## src/rtl/bram_port_arbiter.sv

```systemverilog
`default_nettype none
// ============================================================================
//  Module   : bram_port_arbiter
//  Purpose  : Shares one single-port BRAM between two requesters
//             (0 = SPI-side FSM, 1 = user application). Grants are
//             combinational, round-robin on contention, with an optional
//             burst lock. Read returns are tagged through an RD_LAT-deep
//             pipeline so each requester sees its own rvalid.
//  Build    : define BRAM_ARB_LOCK_EN to enable burst locking (lock0/lock1,
//             OWN0/OWN1 states, MAX_LOCK counter). Undefined = pure
//             round-robin, lock inputs ignored.
//  Ports    : clk, rstb (async active-low)
//             req/we/lock/addr/wdata {0,1} -> requester inputs
//             gnt{0,1}, rvalid{0,1}, rdata  -> requester outputs
//             bram_en/we/addr/di, bram_do   -> BRAM port
//             busy                          -> a read is in flight
//  Revision : 1.0 - initial release
// ============================================================================
module bram_port_arbiter #(
    parameter int ADDR_W   = 12,
    parameter int DATA_W   = 8,
    parameter int RD_LAT   = 1,
    parameter int MAX_LOCK = 16
) (
    input  logic              clk,
    input  logic              rstb,
    input  logic              req0,
    input  logic              req1,
    input  logic              we0,
    input  logic              we1,
    input  logic              lock0,
    input  logic              lock1,
    input  logic [ADDR_W-1:0] addr0,
    input  logic [ADDR_W-1:0] addr1,
    input  logic [DATA_W-1:0] wdata0,
    input  logic [DATA_W-1:0] wdata1,
    output logic              gnt0,
    output logic              gnt1,
    output logic              rvalid0,
    output logic              rvalid1,
    output logic [DATA_W-1:0] rdata,
    output logic              bram_en,
    output logic              bram_we,
    output logic [ADDR_W-1:0] bram_addr,
    output logic [DATA_W-1:0] bram_di,
    input  logic [DATA_W-1:0] bram_do,
    output logic              busy
);

    localparam logic [1:0] c_st_idle = 2'd0;
    localparam logic [1:0] c_st_own0 = 2'd1;
    localparam logic [1:0] c_st_own1 = 2'd2;

    logic [1:0]        r_state;
    logic [1:0]        w_state_next;
    logic              r_last;        // 1 = requester 1 won most recently
    logic              w_gnt0;
    logic              w_gnt1;
    logic              w_any_gnt;
    logic              w_we_sel;
    logic              w_rd_issue;
    logic [ADDR_W-1:0] w_addr_sel;
    logic [DATA_W-1:0] w_di_sel;
    logic [ADDR_W-1:0] r_addr_hold;
    logic [DATA_W-1:0] r_di_hold;
    logic [RD_LAT-1:0] r_tag_vld;     // stage i: a read issued i+1 cycles ago
    logic [RD_LAT-1:0] r_tag_id;      // requester that owns that read

`ifdef BRAM_ARB_LOCK_EN
    localparam int                 c_cnt_w    = $clog2(MAX_LOCK + 1);
    localparam logic [c_cnt_w-1:0] c_max_lock = c_cnt_w'(MAX_LOCK);

    logic [c_cnt_w-1:0] r_lock_cnt;   // grants taken in the current lock run
    logic [c_cnt_w-1:0] w_cnt_inc;
    logic               w_cnt_done;

    assign w_cnt_inc  = r_lock_cnt + 1'b1;
    assign w_cnt_done = (w_cnt_inc >= c_max_lock);

    // Entering a lock counts as the first grant of the run.
    always_ff @(posedge clk or negedge rstb) begin
        if (!rstb) begin
            r_lock_cnt <= '0;
        end else if (w_state_next == c_st_idle) begin
            r_lock_cnt <= '0;
        end else if (r_state == c_st_idle) begin
            r_lock_cnt <= c_cnt_w'(1);
        end else begin
            r_lock_cnt <= w_cnt_inc;
        end
    end
`else
    logic w_unused_lock;
    assign w_unused_lock = ^{lock0, lock1};
`endif

    // ---------------- FSM: state register ----------------
    always_ff @(posedge clk or negedge rstb) begin
        if (!rstb) begin
            r_state <= c_st_idle;
        end else begin
            r_state <= w_state_next;
        end
    end

    // ---------------- FSM: next state ----------------
    always_comb begin
        w_state_next = c_st_idle;
`ifdef BRAM_ARB_LOCK_EN
        case (r_state)
            c_st_idle: begin
                if (w_gnt0 && lock0) begin
                    w_state_next = c_st_own0;
                end else if (w_gnt1 && lock1) begin
                    w_state_next = c_st_own1;
                end
            end
            c_st_own0: begin
                if (req0 && lock0 && !w_cnt_done) begin
                    w_state_next = c_st_own0;
                end
            end
            c_st_own1: begin
                if (req1 && lock1 && !w_cnt_done) begin
                    w_state_next = c_st_own1;
                end
            end
            default: w_state_next = c_st_idle;
        endcase
`endif
    end

    // ---------------- FSM: grant outputs ----------------
    // Grants are forced low while reset is asserted so the BRAM sees no
    // access during reset.
    always_comb begin
        w_gnt0 = 1'b0;
        w_gnt1 = 1'b0;
        if (rstb) begin
            case (r_state)
                c_st_own0: w_gnt0 = req0;
                c_st_own1: w_gnt1 = req1;
                default: begin
                    if (req0 && req1) begin
                        w_gnt0 = r_last;
                        w_gnt1 = ~r_last;
                    end else begin
                        w_gnt0 = req0;
                        w_gnt1 = req1;
                    end
                end
            endcase
        end
    end

    assign gnt0       = w_gnt0;
    assign gnt1       = w_gnt1;
    assign w_any_gnt  = w_gnt0 | w_gnt1;
    assign w_we_sel   = w_gnt1 ? we1    : we0;
    assign w_addr_sel = w_gnt1 ? addr1  : addr0;
    assign w_di_sel   = w_gnt1 ? wdata1 : wdata0;
    assign w_rd_issue = w_any_gnt & ~w_we_sel;

    assign bram_en    = w_any_gnt;
    assign bram_we    = w_any_gnt & w_we_sel;
    assign bram_addr  = w_any_gnt ? w_addr_sel : r_addr_hold;
    assign bram_di    = w_any_gnt ? w_di_sel   : r_di_hold;
    assign rdata      = rstb ? bram_do : '0;

    // Last-winner pointer and held address/data for idle cycles.
    always_ff @(posedge clk or negedge rstb) begin
        if (!rstb) begin
            r_last      <= 1'b1;
            r_addr_hold <= '0;
            r_di_hold   <= '0;
        end else if (w_any_gnt) begin
            r_last      <= w_gnt1;
            r_addr_hold <= w_addr_sel;
            r_di_hold   <= w_di_sel;
        end
    end

    // ---------------- read tag pipeline ----------------
    generate
        if (RD_LAT == 1) begin : g_tag_lat1
            always_ff @(posedge clk or negedge rstb) begin
                if (!rstb) begin
                    r_tag_vld <= '0;
                    r_tag_id  <= '0;
                end else begin
                    r_tag_vld <= w_rd_issue;
                    r_tag_id  <= w_gnt1;
                end
            end
        end else begin : g_tag_latn
            always_ff @(posedge clk or negedge rstb) begin
                if (!rstb) begin
                    r_tag_vld <= '0;
                    r_tag_id  <= '0;
                end else begin
                    r_tag_vld <= {r_tag_vld[RD_LAT-2:0], w_rd_issue};
                    r_tag_id  <= {r_tag_id[RD_LAT-2:0],  w_gnt1};
                end
            end
        end
    endgenerate

    assign rvalid0 = r_tag_vld[RD_LAT-1] & ~r_tag_id[RD_LAT-1];
    assign rvalid1 = r_tag_vld[RD_LAT-1] &  r_tag_id[RD_LAT-1];
    assign busy    = |r_tag_vld;

endmodule
`default_nettype wire
```

## config.mk

```make
export PLATFORM = sky130hd
export DESIGN_NAME = bram_port_arbiter
export DESIGN_NICKNAME = d
export VERILOG_FILES = /design/src/rtl/bram_port_arbiter.sv
export SDC_FILE = /design/constraint.sdc
export NUM_CORES = 1
export LEC_CHECK = 0
export ABC_AREA = 1
export CORE_MARGIN = 4
export CORE_UTILIZATION = 35
export DETAILED_ROUTE_END_ITERATION = 8
export GPL_ROUTABILITY_DRIVEN = 0
export PLACE_DENSITY = 0.85
export SETUP_SLACK_MARGIN = 0.02
export SYNTH_ARGS = -nofsm -noshare
export SYNTH_HDL_FRONTEND = slang
export SYNTH_SLANG_ARGS = --single-unit
```

## constraint.sdc

```tcl
create_clock -name clk -period 1.63 [get_ports clk]
set_input_delay 0.326 -clock clk [delete_from_list [all_inputs] [get_ports clk]]
set_output_delay 0.326 -clock clk [all_outputs]
set_load 0.02 [all_outputs]
```

# --- Word level (Yosys, flattened, before mapping) ---
# Index checks and enable logic that the tools add are counted.
totals:
  elab_cells: 24
  in_bits: 56
  reg_bits: 23
classes:
  bitwise_logic: 8
  mux: 10
  n_reduce_logical: 1
ops:
  columns: ["operator", "n"]
  rows:
  - ["12-bit two-way mux", 2]
  - ["8-bit two-way mux", 3]
  - ["1-bit two-way mux", 5]
  - ["1-bit AND", 4]
  - ["1-bit NOT", 3]
  - ["1-bit logical AND", 1]
  - ["1-bit bitwise OR", 1]

# --- Depth between registers and ports, before layout ---
depth:
  depth_word: 6
  depth_mapped: 8
  depth_no_buf: 6

# --- Least setup slack after synthesis ---
# No wires, ideal clock.
synth_timing:
  path_type: "register to output"
  startpoint: "register r_last"
  endpoint: "output bram_addr[10]"
  path_slack_ps: 189
  n_path_buf: 1
  arrival_time_ps: 1115
  path_stages_with_launch: 6
  cell_sequence: "dfstp_2 > nand2_1 > buf_2 > nand3_1 > nand3_1 > nand2_1"
synth_via:
  elab_chain_cells: 5
  elab_cells_between_ends: 8
  cone_classes: "mux: 6; bitwise: 2"
synth_rtl:
  columns: ["item", "line", "text"]
  rows:
  - ["start: declaration", "56", "logic r_last;"]
  - ["start signal: assignment", "177", "r_last <= w_gnt1;"]
  - ["1-bit NOT", "146", "w_gnt1 = ~r_last;"]
  - ["1-bit two-way mux", "144", "if (req0 && req1) begin"]
  - ["1-bit two-way mux", "139", "if (rstb) begin"]
  - ["12-bit two-way mux / 1-bit bitwise OR (equally long branches)", "160, 158", null]
  - ["12-bit two-way mux *", null, null]
  - ["end: declaration", "44", "output logic [ADDR_W-1:0] bram_addr,"]
# Every way passes the cells marked *; elsewhere a longest branch is shown, timed or not.

# --- Final worst setup path ---
layout_timing:
  startpoint: "register r_last"
  endpoint: "output bram_di[4]"
layout_via:
  elab_chain_cells: 5
  elab_cells_between_ends: 8
  cone_classes: "mux: 6; bitwise: 2"
layout_rtl:
  columns: ["item", "line", "text"]
  rows:
  - ["1-bit NOT", "146", null]
  - ["1-bit two-way mux", "144", null]
  - ["1-bit two-way mux", "139", null]
  - ["8-bit two-way mux / 1-bit bitwise OR (equally long branches)", "161, 158", null]
  - ["8-bit two-way mux *", null, null]
  - ["end: declaration", "45", "output logic [DATA_W-1:0] bram_di,"]
# Marks and branches as above.

==> impl_metrics.tcl <==
set metrics [dict create \
    switching_share_pct 33.9 \
    cts_tree "built" \
    power_frac_seq_pct 35.8 \
    power_switching_mw 0.646 \
    syn_nets 267 \
    die-area_sq_mm 0.00512 \
    start_util_pct 37.5 \
    totalWireLength_um 4870 \
    p_clk_share_pct 18.7 \
    status "complete, but fails checks" \
    ant_nets 0 \
    post-place-ws_ps -789 \
    n_antenna_cell 0 \
    reg2reg_depth 7 \
    vias 1677 \
    clock_latency_ps 260 \
    yosysUniqueCellTypes 17 \
    path_delay_family "flip-flops" \
    drcViolationCount 0 \
    grt_max_degree 15 \
    cp.depth 6 \
    period_needed_ps 1870 \
    drive_gt1_share_pct 29.0 \
    final-max-slew-violation-count 0 \
    clockBufferDepth 2 \
    cts_inserted_buffers 3 \
    final_cell_mix "nand2_1, inv_1, clkdlybuf4s50_1" \
    drv_cap 0 \
    p_per_area_mw_per_mm2 712 \
    cp.required_ps 1300 \
    max_freq_ghz 0.536 \
    crit_fanout 12 \
    drtIter0Drc 78 \
    cts_root_buf "clkbuf_8" \
    worst_pin_slew_ps 279 \
    seqCellArea_sq_um 577 \
    yosysSeqAreaShare_pct 40.8 \
    syn_inst 211 \
    worstSetupPathType "reg2out" \
    yosys_warnings 0 \
    grt_remaining_overflow 0 \
    fp.coreArea_sq_mm 0.00377 \
    vdd_ir_drop_max_mv 0.382 \
    avgViaCountPerCell 4.54 \
    power.total_mw 1.90 \
    fillers 328 \
    avgSynthCellArea_sq_um 6.71 \
    fin_crit_sh_pct 115 \
    critPathBufInv 2 \
    rsz0062_at_grt "yes" \
    setup_violations 21 \
    reg2reg_from "r_last$_DFFE_PN1P_" \
    critPathCapture "bram_di[4]" \
    end_kind "output pin" \
    finClkSkew_ps 4.38 \
    p_comb_share_pct 45.5 \
    antenna_found_initial 0 \
    port_buffers 88 \
    path_common_cell "nand3_1" \
    hold_ws_ps 63.3 \
    leakage_nw 1.53 \
    layout_commonest_cell "nand2_1" \
    crit_chain "nand2_8 -> buf_8 -> nand3_1 -> nand3_1 -> nand2_2 -> buf_6" \
    cts_sinks 23 \
    die_y_um 71.6 \
    worstSetupStartpoint "r_last$_DFFE_PN1P_" \
    rows 22 \
    hold_violations 0 \
    max_slew_margin_pct 81.4 \
    hpwl_um 3330 \
    dr.pass1.iters 4 \
    cp_slowest_cell "dfstp_2" \
    grt_util_all_layers_pct 18.7 \
    h-tree-depth 1 \
    cts_hold_buf 0 \
    min_path_type "in2async" \
    syn_to_final_growth_pct 88.9 \
    avgRoutedWirePerCell_um 13.2 \
    ios 91 \
    fin_ws_ps -237 \
    reg2reg_to "busy$_DFF_PN0_" \
    regToRegSetupSlack_ps 230 \
    synth_seq_cells 23 \
    cp_slowest_stage_delay_ps 600 \
    path_clk_slew_ps 80 \
    nets 378 \
    start_kind "flip-flop" \
    multi_input_area_sq_um 663 \
    grt_pass1_vias 1749 \
    intPower_mw 1.26 \
    arrival_ps 1540 \
    synth_area_sq_mm 0.00142 \
    grt_pass1_wl_um 7780 \
    die_x_um 71.6 \
    violations "negative setup slack" \
]
[area by class of cell]
| type | instances | area share, % |
|---|---|---|
| Clock buffer | 3 | 1.54 |
| Clock inverter | 1 | 0.187 |
| Inverter | 55 | 7.81 |
| Multi-Input combinational cell | 123 | 24.8 |
| Sequential cell | 23 | 21.6 |
| Tap cell | 48 | 2.25 |
| Timing Repair Buffer | 116 | 41.8 |
[per-layer routing]
layer	track usage [%]	part of all wire, %
met5	0	0
met4	3.34	0.16
met3	4.77	8.9
met2	34.5	51
met1	21.8	39
[cell families (layout without fill, tap and decap cells)]
kind of cell	after synthesis	in the layout	share of synthesized area, %
buffers and inverters	66	175	21.3
AOI/OAI and AO/OA	3	3	1.33
DFF	23	23	40.8
and+or+nand+nor	119	120	36.6
[worst min-delay path by stage]
stage	startpoint	endpoint	slack, ps	cells after the start
3_3_place_gp	r_addr_hold[1]$_DFF_PN0_	r_addr_hold[1]$_DFF_PN0_	460	2
2_1_floorplan	rstb	busy$_DFF_PN0_	30	0
4_1_cts	rstb	r_addr_hold[7]$_DFF_PN0_	130	2
3_5_place_dp	r_addr_hold[11]$_DFF_PN0_	r_addr_hold[11]$_DFF_PN0_	470	2
5_1_grt	rstb	r_addr_hold[7]$_DFF_PN0_	70	2
6_report	rstb	r_addr_hold[7]$_DFF_PN0_	60	2
[synth_stat cells (all sizes together)]
cell type  count  share of area [%]
nand3         40                 14
a21oi          2               0.97
dfstp          1                1.9
inv           55                 15
nand2         76                 21
buf           11                6.5
nor2           2               0.53
nand3b         1               0.53
o21ai          1               0.35
dfrtp         22                 39
[power groups by stage]
stage	combinational, mW	sequential (mW)	clock, mW
global route	0.936	0.688	0.382
detailed placement	0.778	0.686	0
floorplan	0.351	0.682	0
global placement	0.767	0.682	0
finish	0.867	0.681	0.356
CTS	0.840	0.677	0.366
[state kept, by name, summed over array words and instances, names as in the netlist]
signal / cells
busy: 1
r_tag_id: 1
r_addr_hold: 12
r_last: 1
r_di_hold: 8
[through the flow]
step | instance area [sq um] | cells | TNS, ps | utilization, %
3_5_place_dp | 2430 | 357 | -23400 | 64.5
5_1_grt | 2670 | 369 | -5350 | 70.9
3_3_place_gp | 2430 | 357 | -22680 | 64.5
2_1_floorplan | 1420 | 211 | 0 | -
6_report | 2670 | 369 | -4040 | 70.9
4_1_cts | 2610 | 365 | -3730 | 69.3
[what timing repair did]
action | in CTS | in global routing
gates cloned | 2 | 1
setup endpoints to repair | 34 | 25
gates resized for setup | 178 | 17
setup buffers | 2 | 3
pin swaps | 4 | 8
No activity file was read; power rests on OpenSTA's default activity.
